## config.mk

```make
export PLATFORM = sky130hd
export DESIGN_NAME = hole_fall_sequencer
export DESIGN_NICKNAME = d
export VERILOG_FILES = /design/src/rtl/teeter_pkg.sv /design/src/rtl/hole_dist_cmp.sv /design/src/rtl/hole_fall_sequencer.sv
export SDC_FILE = /design/constraint.sdc
export NUM_CORES = 1
export LEC_CHECK = 0
export BUFFER_PORTS_ARGS = -buffer_cell sky130_fd_sc_hd__buf_2
export CAP_MARGIN = 20
export CORE_MARGIN = 2
export CORE_UTILIZATION = 25
export CTS_CLUSTER_DIAMETER = 30
export CTS_CLUSTER_SIZE = 16
export DETAILED_ROUTE_END_ITERATION = 12
export PLACE_DENSITY = 0.47
export SLEW_MARGIN = 20
export SYNTH_ARGS = -nofsm -noshare
export SYNTH_HDL_FRONTEND = slang
export SYNTH_SLANG_ARGS = --single-unit
```

## constraint.sdc

```tcl
create_clock -name i_clk -period 19.5 [get_ports i_clk]
set_input_delay 3.9 -clock i_clk [delete_from_list [all_inputs] [get_ports i_clk]]
set_output_delay 3.9 -clock i_clk [all_outputs]
set_load 0.005 [all_outputs]
```

## src/rtl/teeter_pkg.sv

```systemverilog
// Shared types and constants for the teeter hole/fall logic.
package teeter_pkg;

  localparam int COORD_W = 10;
  localparam int WIN_IDX = 0;

  typedef enum logic [1:0] {IDLE, SCAN, FALL, DONE} state_t;

  // Ceiling log2 for elaboration-time widths; clog2(1) = 0.
  function automatic int clog2(input int v);
    int r;
    r = 0;
    for (int i = 0; i < 31; i++)
      if ((1 << i) < v) r = i + 1;
    return r;
  endfunction

endpackage

```

## src/rtl/hole_dist_cmp.sv

```systemverilog
// Combinational capture test: hit when dx^2 + dy^2 < RADIUS^2.
module hole_dist_cmp
  import teeter_pkg::*;
#(
  parameter int RADIUS = 16
) (
  input  logic [COORD_W-1:0] i_bx,
  input  logic [COORD_W-1:0] i_by,
  input  logic [COORD_W-1:0] i_hx,
  input  logic [COORD_W-1:0] i_hy,
  output logic               o_hit
);

  localparam logic [20:0] R2 = 21'(RADIUS * RADIUS);

  logic [COORD_W-1:0] w_dx, w_dy;
  logic [19:0]        w_dx2, w_dy2;
  logic [20:0]        w_sum;

  // Absolute differences, squares and strict compare against the capture radius.
  always_comb begin
    w_dx  = (i_bx >= i_hx) ? (i_bx - i_hx) : (i_hx - i_bx);
    w_dy  = (i_by >= i_hy) ? (i_by - i_hy) : (i_hy - i_by);
    w_dx2 = 20'(w_dx) * 20'(w_dx);
    w_dy2 = 20'(w_dy) * 20'(w_dy);
    w_sum = 21'(w_dx2) + 21'(w_dy2);
    o_hit = (w_sum < R2);
  end

endmodule

```

## src/rtl/hole_fall_sequencer.sv

```systemverilog
// Scans win + fail holes one per cycle through a shared comparator, runs the
// fall animation on a hit and holds the win/fail result until acknowledged.
module hole_fall_sequencer
  import teeter_pkg::*;
#(
  parameter  int RADIUS       = 16,
  parameter  int FAILHOLE_NUM = 7,
  parameter  int FALL_FRAMES  = 8,
  localparam int FF_W         = (clog2(FALL_FRAMES) < 1) ? 1 : clog2(FALL_FRAMES),
  localparam int HIDX_W       = clog2(FAILHOLE_NUM + 1)
) (
  input  logic                            i_clk,
  input  logic                            i_rst,
  input  logic                            i_enable,
  input  logic                            i_frame_tick,
  input  logic [COORD_W-1:0]              i_bl_x,
  input  logic [COORD_W-1:0]              i_bl_y,
  input  logic [COORD_W-1:0]              i_wh_pos_x,
  input  logic [COORD_W-1:0]              i_wh_pos_y,
  input  logic [COORD_W*FAILHOLE_NUM-1:0] i_fh_pos_x,
  input  logic [COORD_W*FAILHOLE_NUM-1:0] i_fh_pos_y,
  input  logic [FAILHOLE_NUM-1:0]         i_fh_valid,
  input  logic [COORD_W-1:0]              i_bl_pos_initial_x,
  input  logic [COORD_W-1:0]              i_bl_pos_initial_y,
  input  logic                            i_ack,
  output logic                            o_busy,
  output logic                            o_falling,
  output logic [FF_W-1:0]                 o_fall_frame,
  output logic [HIDX_W-1:0]               o_hole_idx,
  output logic [COORD_W-1:0]              o_pos_fall_x,
  output logic [COORD_W-1:0]              o_pos_fall_y,
  output logic                            o_win,
  output logic                            o_fail
);

  localparam logic [HIDX_W-1:0] LAST_K     = HIDX_W'(FAILHOLE_NUM);
  localparam logic [FF_W-1:0]   LAST_FRAME = FF_W'(FALL_FRAMES - 1);

  state_t              r_state, w_next;
  logic [COORD_W-1:0]  r_bx, r_by;
  logic [HIDX_W-1:0]   r_k;
  logic                r_cmp_vld, r_cmp_hit;
  logic [HIDX_W-1:0]   r_cmp_k;
  logic [COORD_W-1:0]  r_cmp_x, r_cmp_y;
  logic                r_busy, r_falling, r_win, r_fail;
  logic [FF_W-1:0]     r_fall_frame;
  logic [HIDX_W-1:0]   r_hole_idx;
  logic [COORD_W-1:0]  r_pos_x, r_pos_y;
  logic [COORD_W-1:0]  w_hx, w_hy;
  logic                w_cand_vld, w_hit;
  logic                w_scan_hit, w_scan_end, w_last_tick, w_abort;

  // Candidate mux: k=0 is the win hole, k=j+1 is fail slot j (gated by its valid bit).
  always_comb begin
    w_hx       = i_wh_pos_x;
    w_hy       = i_wh_pos_y;
    w_cand_vld = (r_k == '0);
    for (int j = 0; j < FAILHOLE_NUM; j++) begin
      if (r_k == HIDX_W'(j + 1)) begin
        w_hx       = i_fh_pos_x[COORD_W*j +: COORD_W];
        w_hy       = i_fh_pos_y[COORD_W*j +: COORD_W];
        w_cand_vld = i_fh_valid[j];
      end
    end
  end

  hole_dist_cmp #(.RADIUS(RADIUS)) u_cmp (
    .i_bx (r_bx),
    .i_by (r_by),
    .i_hx (w_hx),
    .i_hy (w_hy),
    .o_hit(w_hit)
  );

  assign w_scan_hit  = r_cmp_vld & r_cmp_hit;
  assign w_scan_end  = r_cmp_vld & (r_cmp_k == LAST_K);
  assign w_last_tick = i_frame_tick & (r_fall_frame == LAST_FRAME);
  assign w_abort     = ~i_enable & ((r_state == SCAN) | (r_state == FALL));

  // Next-state decode.
  always_comb begin
    w_next = r_state;
    case (r_state)
      IDLE:    if (i_frame_tick && i_enable) w_next = SCAN;
      SCAN:    if (!i_enable)      w_next = IDLE;
               else if (w_scan_hit) w_next = FALL;
               else if (w_scan_end) w_next = IDLE;
      FALL:    if (!i_enable)       w_next = IDLE;
               else if (w_last_tick) w_next = DONE;
      DONE:    if (i_ack)           w_next = IDLE;
      default: w_next = IDLE;
    endcase
  end

  // State register plus registered busy/falling flags decoded from the next state.
  always_ff @(posedge i_clk) begin
    if (i_rst) begin
      r_state   <= IDLE;
      r_busy    <= 1'b0;
      r_falling <= 1'b0;
    end else begin
      r_state   <= w_next;
      r_busy    <= (w_next != IDLE);
      r_falling <= (w_next == FALL);
    end
  end

  // Scan pipeline: latch ball on start, then register one compare result per cycle.
  always_ff @(posedge i_clk) begin
    if (i_rst) begin
      r_bx      <= '0;
      r_by      <= '0;
      r_k       <= '0;
      r_cmp_vld <= 1'b0;
      r_cmp_hit <= 1'b0;
      r_cmp_k   <= '0;
      r_cmp_x   <= '0;
      r_cmp_y   <= '0;
    end else if (r_state == SCAN) begin
      r_cmp_vld <= 1'b1;
      r_cmp_hit <= w_hit & w_cand_vld;
      r_cmp_k   <= r_k;
      r_cmp_x   <= w_hx;
      r_cmp_y   <= w_hy;
      r_k       <= r_k + HIDX_W'(1);
    end else begin
      r_k       <= '0;
      r_cmp_vld <= 1'b0;
      if (i_frame_tick && i_enable) begin
        r_bx <= i_bl_x;
        r_by <= i_bl_y;
      end
    end
  end

  // Result/animation registers; abort clears them exactly like reset.
  always_ff @(posedge i_clk) begin
    if (i_rst || w_abort) begin
      r_fall_frame <= '0;
      r_hole_idx   <= '0;
      r_pos_x      <= '0;
      r_pos_y      <= '0;
      r_win        <= 1'b0;
      r_fail       <= 1'b0;
    end else begin
      case (r_state)
        IDLE: begin
          r_pos_x <= i_bl_pos_initial_x;
          r_pos_y <= i_bl_pos_initial_y;
        end
        SCAN: if (w_scan_hit) begin
          r_hole_idx   <= r_cmp_k;
          r_pos_x      <= r_cmp_x;
          r_pos_y      <= r_cmp_y;
          r_fall_frame <= '0;
        end
        FALL: if (i_frame_tick) begin
          if (r_fall_frame == LAST_FRAME) begin
            r_win  <= (r_hole_idx == HIDX_W'(WIN_IDX));
            r_fail <= (r_hole_idx != HIDX_W'(WIN_IDX));
          end else begin
            r_fall_frame <= r_fall_frame + FF_W'(1);
          end
        end
        DONE: if (i_ack) begin
          r_win        <= 1'b0;
          r_fail       <= 1'b0;
          r_hole_idx   <= '0;
          r_fall_frame <= '0;
        end
        default: ;
      endcase
    end
  end

  assign o_busy       = r_busy;
  assign o_falling    = r_falling;
  assign o_fall_frame = r_fall_frame;
  assign o_hole_idx   = r_hole_idx;
  assign o_pos_fall_x = r_pos_x;
  assign o_pos_fall_y = r_pos_y;
  assign o_win        = r_win;
  assign o_fail       = r_fail;

endmodule

```

# Word-level counts from Yosys, hierarchy flattened
# Index checks and enable logic that the tools add are counted.
# Widths: inputs -> output; s select.
# word_totals
register_bits	80
wordCells	122
# classes
addsub	7
n_mul	2
n_lt_le_gt_ge	3
eq_ne	18
muxes	50
bitwise_logic	8
reduce_logical	17
# ops
operator	n
$mux 10	18
$mul 10x10->20	2
$pmux 10 s2	2
$sub 10x10->10	4
$add 20x20->21	1
$lt 21x9->1 const B	1
$ge 10x10->1	2
$eq 3x3->1 const B	6
$mux 3	5
$mux 2	7
$mux 1	13
$ne 2x2->1 const B	5
$pmux 3 s3	1
$pmux 2 s4	1
$reduce_bool 2->1	4
$add 3x1->3 const B	2
$eq 2x2->1 const B	3
$eq 3x2->1 const B	2
$logic_not 3->1	2
$pmux 3 s2	1
$reduce_bool 3->1	2
$and 1x1->1	5
$reduce_and 5->1	1
$pmux 1 s2	2
other kinds (11)	13

# Longest topological paths before layout
# Gate-level depths: netlist (run 1).
# depth
ltp_word	14
depth_mapped	48

# By module
# From an unflattened synthesis (run 1), not the netlist that was laid out.
# unflattened
hier_cells	1568
hier_area_um2	12773.5
# modules_own_cells
module	n_inst	cells_per_inst	area_per_inst_um2
hole_dist_cmp	1	870	7502.2
hole_fall_sequencer	1	698	5271.3

# Worst setup path before layout (run 1)
# OpenSTA, ideal clock, no wires.
# synth_timing
kind	input-to-reg
startpoint	input i_wh_pos_x[0]
endpoint	register r_cmp_hit
setup_ns	0.069
arrival_time_ns	12.970
slack_ns	6.461
stages	40
path_cell_list	mux2i_1 > a211oi_1 > a21oi_1 > a221oi_1 > a31oi_1 > a211oi_1 > a21oi_1 > inv_1 > ha_1 > inv_1 > fa_1 > a21oi_2 > a211o_4 > nand3_4 > mux2_4 > a221oi_2 > mux2_2 > o311ai_4 > [4 not listed] > inv_1 > fa_1 > fa_1 > fa_1 > fa_1 > inv_1 > fa_1 > inv_1 > ha_1 > a21oi_1 > a21oi_1 > a2111oi_0 > o2111ai_1 > nor3_1 > nand3_1 > a2111oi_0 > nand4_1 > o21ai_1
# synth_via
elab_chain_cells	13
word_cells_on_any_way	15
classes_between	add/sub (3); mul (1); order compare (2); mux (8); bitwise (1)
# synth_lines
element	line	rtl
start, declared	hole_fall_sequencer.sv:18	input logic [COORD_W-1:0] i_wh_pos_x,
$mux 10 * (7 in a row)	hole_fall_sequencer.sv:59	if (r_k == HIDX_W'(j + 1)) begin
named net u_cmp.i_hx[0]	hole_dist_cmp.sv:9	input logic [COORD_W-1:0] i_hx,
$sub 10x10->10 or $ge 10x10->1 (tied branches)	hole_dist_cmp.sv:22	w_dx = (i_bx >= i_hx) ? (i_bx - i_hx) : (i_hx - i_bx);
$mux 10 *	hole_dist_cmp.sv:22	
$mul 10x10->20 *	hole_dist_cmp.sv:24	w_dx2 = 20'(w_dx) * 20'(w_dx);
$add 20x20->21 *	hole_dist_cmp.sv:26	w_sum = 21'(w_dx2) + 21'(w_dy2);
$lt 21x9->1 *	hole_dist_cmp.sv:27	o_hit = (w_sum < R2);
$and 1x1->1 *	hole_fall_sequencer.sv:121	r_cmp_hit <= w_hit & w_cand_vld;
end signal, assigned	hole_fall_sequencer.sv:121	
end, declared	hole_fall_sequencer.sv:42	logic r_cmp_vld, r_cmp_hit;
# The timed path passes the listed nets; every way through them passes the cells marked *.
# A chain may end at the register's enable or synchronous reset.

# Worst setup path in the final report (run 1)
# layout_timing
startpoint	input i_fh_pos_x[0]
endpoint	register r_cmp_hit
# layout_via
elab_chain_cells	13
word_cells_on_any_way	15
classes_between	add/sub (3); mul (1); order compare (2); mux (8); bitwise (1)
# layout_lines
element	line	rtl
start, declared	hole_fall_sequencer.sv:20	input logic [COORD_W*FAILHOLE_NUM-1:0] i_fh_pos_x,
$mux 10 * (7 in a row)	hole_fall_sequencer.sv:59	
named net u_cmp.i_hx[0]	hole_dist_cmp.sv:9	
$sub 10x10->10 or $ge 10x10->1 (tied branches)	hole_dist_cmp.sv:22	
$mux 10 *	hole_dist_cmp.sv:22	
$mul 10x10->20 *	hole_dist_cmp.sv:24	
$add 20x20->21 *	hole_dist_cmp.sv:26	
$lt 21x9->1 *	hole_dist_cmp.sv:27	
$and 1x1->1 *	hole_fall_sequencer.sv:121	
# Marks and branches as above.

==> reports/metrics.yaml, run 1 <==
post_cts_buffers: 0
setup_viol: 0
status: "complete, no violations"
fin_nets: 2131
design_area_um2: 14300
holdBufCountCts: 0
synthArstFlopShare_pct: 0
r2r-start: "r_k[1]"
timing.fmax_ghz: 0.0694
synth_edf_count: 0
antenna_found_initial: 3
nFillCells: 5268
avgSynthCellArea_um2: 8.35
synth_seq_cells: 80
cp_slowest_cell: "fa_1"
yosys_warnings: 0
hold_violations: 0
h-tree-depth: 3
slew_viol_final: 0
r2r_setup_slack_ns: 7.28
maxCapViolCount: 0
arrival_ns: 14.68
grt_pass1_vias: 11000
synth_area_leader_cell: "fa_1"
wire_per_inst_um: 16.9
core-area_um2: 47800
synth_top_flop_cell: "dfxtp_1"
via_per_inst: 4.70
tightestPinTransition_ns: 1.01
cp-end-kind: "flip-flop"
clock_latency_ns: 0.34
dieArea_um2: 50300
ys_seq_area_share_pct: 13.2
drt-total-wl_mm: 38.3
post-dp-hpwl_mm: 32.2
finalSetupTns_ns: 0
slowest_delay_ns: 0.57
cts_resized: 0
synth.most_common_cell: "inv_1"
worstPathRequired_ns: 19.78
synthTopCellsByArea: "fa_1 22%, ha_1 14%, dfxtp_1 13%, inv_1 7.0%, nor2_1 5.6%"
cts_sinks: 80
dpl_cell_area_um2: 14000
grt_overflow: 0
die_h_um: 224
clockRootBuffer: "clkbuf_16"
die_w_um: 224
grt_max_degree: 71
track_usage_pct: 15.4
rsz0062_at_grt: "no"
cp-startpoint: "i_fh_pos_x[0]"
fin_skew_ns: 0.00895
fin_crit_ns: 14.40
grt_pass1_wl_mm: 60.7
drt_iter0_markers: 527
cts_tree: "built"
drt-pass1-iter-count: 5
cpMostUsedCell: "fa_1"
path_class: "primary input to flip-flop"
syn-num-nets: 1932
num_rows: 80
ys_types: 83
area_growth_pct: 17.5
clockBufferDepth: 2
io_buffers: 241
layout-drive-gt1-share_pct: 19.9
path_clk_slew_ns: 0.06
synth_top_area_share_pct: 22.1
timing.final.crit_share_pct: 73.9
syn_inst: 1453
initial_utilization_pct: 25.3
netlist_area_um2: 12100
gp_congestion: 0.857
critPathLaunchType: "primary input"
boundaryPins: 242
cts_buffers: 9
crit_fanout: 10
hp-class: "flip-flop to flip-flop"
ant_nets: 0
timing.slew.headroom_pct: 32.6
drc: 0
synthTopCellsByCount: "225 x inv_1, 181 x nor2_1, 134 x fa_1"
min_from: "r_by[9]"
vias: 10700
cell families after synthesis:
kind of cell	share of synthesized area [%]
AOI/OAI and AO/OA	19.0
xor gates and xnor gates	2.09
adders and majority gates	35.8
buffers and inverters	9.42
DFF	13.2
muxes	6.07
and+or+nand+nor	14.4
registers in the layout, indices dropped and copies added, names as in the netlist, 2 cells and up:
register,cells
r_cmp_x,10
o_pos_fall_x,10
r_cmp_k,3
o_pos_fall_y,10
r_state,2
o_fall_frame,3
o_hole_idx,3
r_cmp_y,10
r_bx,10
r_k,3
r_by,10
critical path: cells and delay by family:
kind                     cells  cell delay, ns
AO/OA/AOI/OAI               16            3.90
adder cells (fa/ha/maj)     10            4.49
buffers and inverters        7            0.66
multiplexers                 3            0.84
AND/OR/NAND/NOR              5            0.88
final cells by class:
type                       count  area [µm²]  area share (%)
clock inverter                 3        20.0           0.140
sequential                    80        1600            11.2
timing repair buffer         264        1380            9.67
multi-input combinational   1071        9390            65.9
antenna                        1        2.50          0.0176
tap                          615         769            5.40
inverter                     226         848            5.95
clock buffer                  11         243            1.70
layer usage:
layer	wire [µm]	vias to the layer above	global-route usage [%]
met3	1740	36	2.40
met1	16900	5074	19.9
met4	786	4	3.48
met5	24	-	0
li1	-	5292	-
met2	18800	273	26.9
stage by stage:
step                      std cells  utilization (%)  setup slack [ns]  hold slack [ns]
after detailed placement       2256             29.2              4.71            0.456
after global routing           2271             29.8              4.37            0.486
after global placement         2256             29.2              4.87            0.453
after CTS                      2270             29.8              5.05            0.464
final                          2271             29.8              5.10            0.465
after floorplan                1453                -              6.46            0.441
cell usage in the layout (no fill, tap or decap), types with 8 or more instances in the layout:
cell type    n
buf_4       23
o21ai_0     19
a21oi_1     97
a31oi_1     24
or3_1        8
a211oi_1    87
nor2_1     180
inv_1      225
nand3_1     13
ha_1       132
xnor2_1     18
nand2b_1    27
fa_1       134
or2_2       12
nor3_1      17
nand2_1     75
a221oi_1    24
buf_2      241
dfxtp_1     80
a21o_1      19
mux2i_1     63
clkbuf_16    9
path summary, 6_finish.rpt:
check,to,cells after the start
worst max register to register,r_cmp_hit,45
worst min-delay path,r_by[9],2
worst max-delay path,r_cmp_hit,41
worst min register to register,r_by[9],2
Power of run 1 is left out: the tool's default activity adds up to more than one toggle a clock period on the data nets, which glitch-free logic cannot reach.
==> run 2: changes to the inputs <==
- clock period: 19.5 -> 14.31 ns (I/O delays scaled with it)
==> run 2 against run 1 <==
Net effect: clock skew rose by 0.0049 ns; core utilization up 0.10 points; non-clock buffer count is 2 higher; highest routed layer is now met4; register-to-register slack lost 5.5 ns; hold slack about the same; wire length increased by 0.18%; count of clock-buffer cells in the layout grew 1; largest cell class unchanged; sequential cell count is the same; global-route usage hardly changed.
==> reports/metrics.yaml, run 2 (synthesized netlist as in run 1, its figures left out) <==
status: "complete, no violations"  # unchanged
final_cells: 2274  # was 2271
antennaDiodeCount: 0  # was 1
grt_max_degree: 71  # unchanged
hold_violations: 0  # unchanged
area_growth_pct: 17.9  # was 17.5%
ant_nets: 0  # unchanged
grt_overflow: 0  # unchanged
reg2reg_depth: 42  # was 45
tightestPinTransition_ns: 1.03  # was 1.01 ns
cts_tree: "built"  # unchanged
cts_buffers: 9  # unchanged
maxCapViolCount: 0  # unchanged
die_w_um: 224  # unchanged
grt_pass1_vias: 10900  # was 11000
cp-end-kind: "flip-flop"  # unchanged
dpl_cell_area_um2: 14000  # about the same
vias: 10800  # was 10700
core-area_um2: 47800  # unchanged
drt-pass1-iter-count: 5  # unchanged
path_class: "primary input to flip-flop"  # unchanged
gp_congestion: 0.883  # was 0.857
register_area_um2: 1600  # unchanged
post_cts_buffers: 0  # unchanged
hold_depth: 2  # unchanged
design_area_um2: 14300  # about the same
timing.slew.headroom_pct: 31.2  # was 32.6%
timing.final.crit_share_pct: 92.2
post-dp-hpwl_mm: 32.8  # was 32.2 mm
drt_iter0_markers: 484  # was 527
path_clk_slew_ns: 0.07  # was 0.06 ns
holdPathEnd: "r_by[9]"  # unchanged
antenna_found_initial: 0  # was 3
crit_fanout: 15  # was 10
boundaryPins: 242  # unchanged
min_from: "r_by[9]"  # unchanged
cp_slowest_cell: "o22ai_2"  # was fa_1
final_common_cell: "buf_2"  # unchanged
slew_viol_final: 0  # unchanged
initial_utilization_pct: 25.3  # unchanged
finalSetupTns_ns: 0  # unchanged
arrival_ns: 13.47  # was 14.68 ns
track_usage_pct: 15.3  # was 15.4%
cts_resized: 0  # unchanged
final_cell_mix: "241 x buf_2, 225 x inv_1, 180 x nor2_1, 134 x fa_1, 132 x ha_1"  # unchanged
fin_crit_ns: 13.19
r2r_setup_slack_ns: 1.74  # was 7.28 ns
dp_cells: 2258  # was 2256
via_per_inst: 4.73  # was 4.70
drt-total-wl_mm: 38.4  # was 38.3 mm
drc: 0  # unchanged
clock_latency_ns: 0.34  # about the same
cts_sinks: 80  # unchanged
setup_viol: 0  # unchanged
critPathLaunchType: "primary input"  # unchanged
clockRootBuffer: "clkbuf_16"  # unchanged
hp-class: "flip-flop to flip-flop"  # unchanged
clockBufferDepth: 2  # unchanged
final_util_pct: 29.9  # was 29.8%
grt_pass1_wl_mm: 60.9  # was 60.7 mm
die_h_um: 224  # unchanged
fin_skew_ns: 0.0139  # was 0.00895 ns
h-tree-depth: 3  # unchanged
layout-drive-gt1-share_pct: 20.0  # was 19.9%
slowest_delay_ns: 0.65  # was 0.57 ns
io_buffers: 241  # unchanged
worstPathRequired_ns: 14.59  # was 19.78 ns
r2r-end: "r_cmp_hit"  # unchanged
fin_nets: 2133  # was 2131
timing.fmax_ghz: 0.0758
rsz0062_at_grt: "no"  # unchanged
r2r-start: "r_k[0]"  # was r_k[1]
cpMostUsedCell: "fa_1"  # unchanged
multiInputGateArea_um2: 9390  # unchanged
num_rows: 80  # unchanged
holdBufCountCts: 0  # unchanged
wire_per_inst_um: 16.9  # about the same
nFillCells: 5197  # was 5268
dieArea_um2: 50300  # unchanged
-- run 2: per-layer routing --
layer / GRT usage [%] / vias up / wire, µm
met5: 0 / - / 0
met4: 2.82 / 0 / 581
met3: 2.14 / 31 / 1490
met2: 26.5 / 252 / 18600
met1: 20.5 / 5171 / 17700
li1: - / 5311 / -
-- run 2: critical path: cells and delay by family --
kind / cells / cell delay [ns]
adders and majority gates: 9 / 4.29
AOI/OAI and AO/OA: 17 / 4.07
and+or+nand+nor: 6 / 1.33
muxes: 2 / 0.55
buffers and inverters: 5 / 0.34
-- run 2: how the worst max path moves through the flow --
stage,endpoint,depth (start not counted),slack [ns],start
2_1_floorplan,r_cmp_hit,40,2.31,i_wh_pos_x[0]
3_3_place_gp,r_cmp_hit,39,1.02,i_wh_pos_x[8]
3_5_place_dp,r_cmp_hit,39,0.86,i_wh_pos_x[8]
4_1_cts,r_cmp_hit,39,1.17,i_wh_pos_x[8]
5_1_grt,r_cmp_hit,39,0.41,i_wh_pos_y[5]
6_report,r_cmp_hit,39,1.12,i_wh_pos_y[5]
-- run 2: stage by stage --
step	hold slack [ns]	setup slack, ns
after detailed placement	0.456	0.865
after global placement	0.453	1.02
after CTS	0.464	1.17
after global routing	0.493	0.405
after floorplan	0.441	2.31
final	0.464	1.12
-- run 2: layout make-up --
type                            instances  share of cell area [%]
Timing Repair Buffer                  266                    9.75
Inverter                              226                    5.93
Sequential cell                        80                    11.2
Multi-Input combinational cell       1071                    65.7
Tap cell                              615                    5.38
Clock inverter                          4                   0.367
Clock buffer                           12                    1.72
Power of run 2 is left out for the same reason.
==> run 3: changes to the inputs <==
- RECOVER_POWER: unset -> 100
==> run 3 against run 2 <==
Net effect: the flow now finishes with violations (capacitance limit, slew limit); critical path type unchanged; largest cell class unchanged; register-to-register slack improved by 0.05 ns; core utilization decreased by 0.060 points; count of clock-buffer cells in the layout unchanged.
==> reports/metrics.yaml, run 3 (synthesized netlist as in run 1, its figures left out) <==
status: "finished, violations left"  # was complete, no violations
failed_checks: "capacitance limit, slew limit"
r2r-end: "r_cmp_hit"  # unchanged
drt_iter0_markers: 499  # was 484
timing.slew.headroom_pct: -54.0  # was 31.2%
clock_latency_ns: 0.34  # about the same
dpl_cell_area_um2: 14000  # unchanged
rsz0062_at_grt: "no"  # unchanged
dp_cells: 2258  # unchanged
antennaDiodeCount: 0  # unchanged
boundaryPins: 242  # unchanged
setup_viol: 0  # unchanged
final_cells: 2274  # unchanged
gp_congestion: 0.883  # unchanged
path_class: "primary input to flip-flop"  # unchanged
dieArea_um2: 50300  # unchanged
drt-pass1-iter-count: 5  # unchanged
hold_depth: 2  # unchanged
fin_crit_ns: 13.18  # was 13.19 ns
grt.busiest_layer: "met2"  # unchanged
initial_utilization_pct: 25.3  # unchanged
ant_nets: 0  # unchanged
h-tree-depth: 3  # unchanged
clockBufferDepth: 2  # unchanged
use_met2_pct: 26.5  # unchanged
drt-total-wl_mm: 38.3  # was 38.4 mm
cp_slowest_cell: "o22ai_2"  # unchanged
die_w_um: 224  # unchanged
arrival_ns: 13.45  # was 13.47 ns
final_common_cell: "inv_1"  # was buf_2
timing.fmax_ghz: 0.0759  # was 0.0758 GHz
via_per_inst: 4.76  # was 4.73
r2r-start: "r_k[1]"  # was r_k[0]
holdBufCountCts: 0  # unchanged
use_met3_pct: 2.14  # unchanged
layout-drive-gt1-share_pct: 18.7  # was 20.0%
grt_overflow: 0  # unchanged
critPathLaunchType: "primary input"  # unchanged
register_area_um2: 1600  # unchanged
cp-end-kind: "flip-flop"  # unchanged
hold_violations: 0  # unchanged
clockRootBuffer: "clkbuf_16"  # unchanged
grt_use_met1_pct: 20.5  # unchanged
finalSetupTns_ns: 0  # unchanged
final_cell_mix: "225 x inv_1, 221 x buf_2, 180 x nor2_1, 134 x fa_1, 132 x ha_1"  # was 241 x buf_2, 225 x inv_1, 180 x nor2_1, 134 x fa_1, 132 x ha_1
tightestPinTransition_ns: 2.31  # was 1.03 ns
design_area_um2: 14300  # about the same
die_h_um: 224  # unchanged
wire_per_inst_um: 16.9  # about the same
worstPathRequired_ns: 14.58  # was 14.59 ns
cts_resized: 0  # unchanged
vias: 10800  # about the same
fin_skew_ns: 0.0136  # was 0.0139 ns
cpMostUsedCell: "fa_1"  # unchanged
crit_fanout: 15  # unchanged
maxCapViolCount: 1  # was 0
cts_buffers: 9  # unchanged
cp-startpoint: "i_wh_pos_y[5]"  # unchanged
post_cts_buffers: 0  # unchanged
fin_nets: 2133  # unchanged
num_rows: 80  # unchanged
grt_max_degree: 71  # unchanged
drc: 0  # unchanged
post-dp-hpwl_mm: 32.8  # unchanged
cts_sinks: 80  # unchanged
area_growth_pct: 17.7  # was 17.9%
track_usage_pct: 15.3  # unchanged
timing.final.crit_share_pct: 92.1  # was 92.2%
r2r_setup_slack_ns: 1.79  # was 1.74 ns
slowest_delay_ns: 0.65  # about the same
nFillCells: 5207  # was 5197
cts_tree: "built"  # unchanged
core-area_um2: 47800  # unchanged
antenna_found_initial: 0  # unchanged
hp-class: "flip-flop to flip-flop"  # unchanged
path_clk_slew_ns: 0.07  # about the same
crit_path_end: "r_cmp_hit"  # unchanged
slew_viol_final: 50  # was 0
grt_pass1_wl_mm: 60.9  # unchanged
multiInputGateArea_um2: 9390  # unchanged
reg2reg_depth: 43  # was 42
grt_pass1_vias: 10900  # unchanged
io_buffers: 241  # unchanged
[run 3: cell types whose count changed in the layout (fill, tap and decap cells not counted)]
cell      change
and2_1        -1
o21ai_0       +1
and2_0        +1
buf_4         -1
clkbuf_1     +21
o21ai_1       -1
buf_2        -20
[run 3: how the worst min path moves through the flow]
stage,end,from,slack [ns]
after floorplan,r_bx[9],r_bx[9],0.44
after global placement,r_by[9],r_by[9],0.45
after detailed placement,r_by[9],r_by[9],0.46
after CTS,r_by[9],r_by[9],0.46
after global routing,r_by[3],r_by[3],0.49
final,r_by[9],r_by[9],0.46
[run 3: final cells by class]
cell class | instances | area share, %
clock buffers | 12 | 1.73
well taps | 615 | 5.39
flip-flops and latches | 80 | 11.2
repair buffers | 266 | 9.56
clock inverters | 4 | 0.368
multi-input cells | 1071 | 65.8
inverters | 226 | 5.94
[run 3: layer usage]
metal / routed length [µm] / vias up
met1: 17600 / 5218
met5: 0 / -
li1: - / 5312
met3: 1450 / 31
met4: 581 / 0
met2: 18600 / 255
[run 3: stage by stage]
| step | utilization [%] | hold WS [ns] | worst slack [ns] |
|---|---|---|---|
| 2_1_floorplan | - | 0.441 | 2.31 |
| 3_3_place_gp | 29.3 | 0.453 | 1.02 |
| 4_1_cts | 29.9 | 0.464 | 1.17 |
| 5_1_grt | 29.8 | 0.493 | 0.361 |
| 3_5_place_dp | 29.3 | 0.456 | 0.865 |
| 6_report | 29.8 | 0.464 | 1.13 |
[run 3: worst max-delay path: cells and delay by family]
kind / cells / cell delay, ns
compound gates: 17 / 4.08
fa+ha+maj: 9 / 4.29
buf+inv: 5 / 0.34
mux: 2 / 0.56
simple gates: 6 / 1.31
Power of run 3 is left out for the same reason.
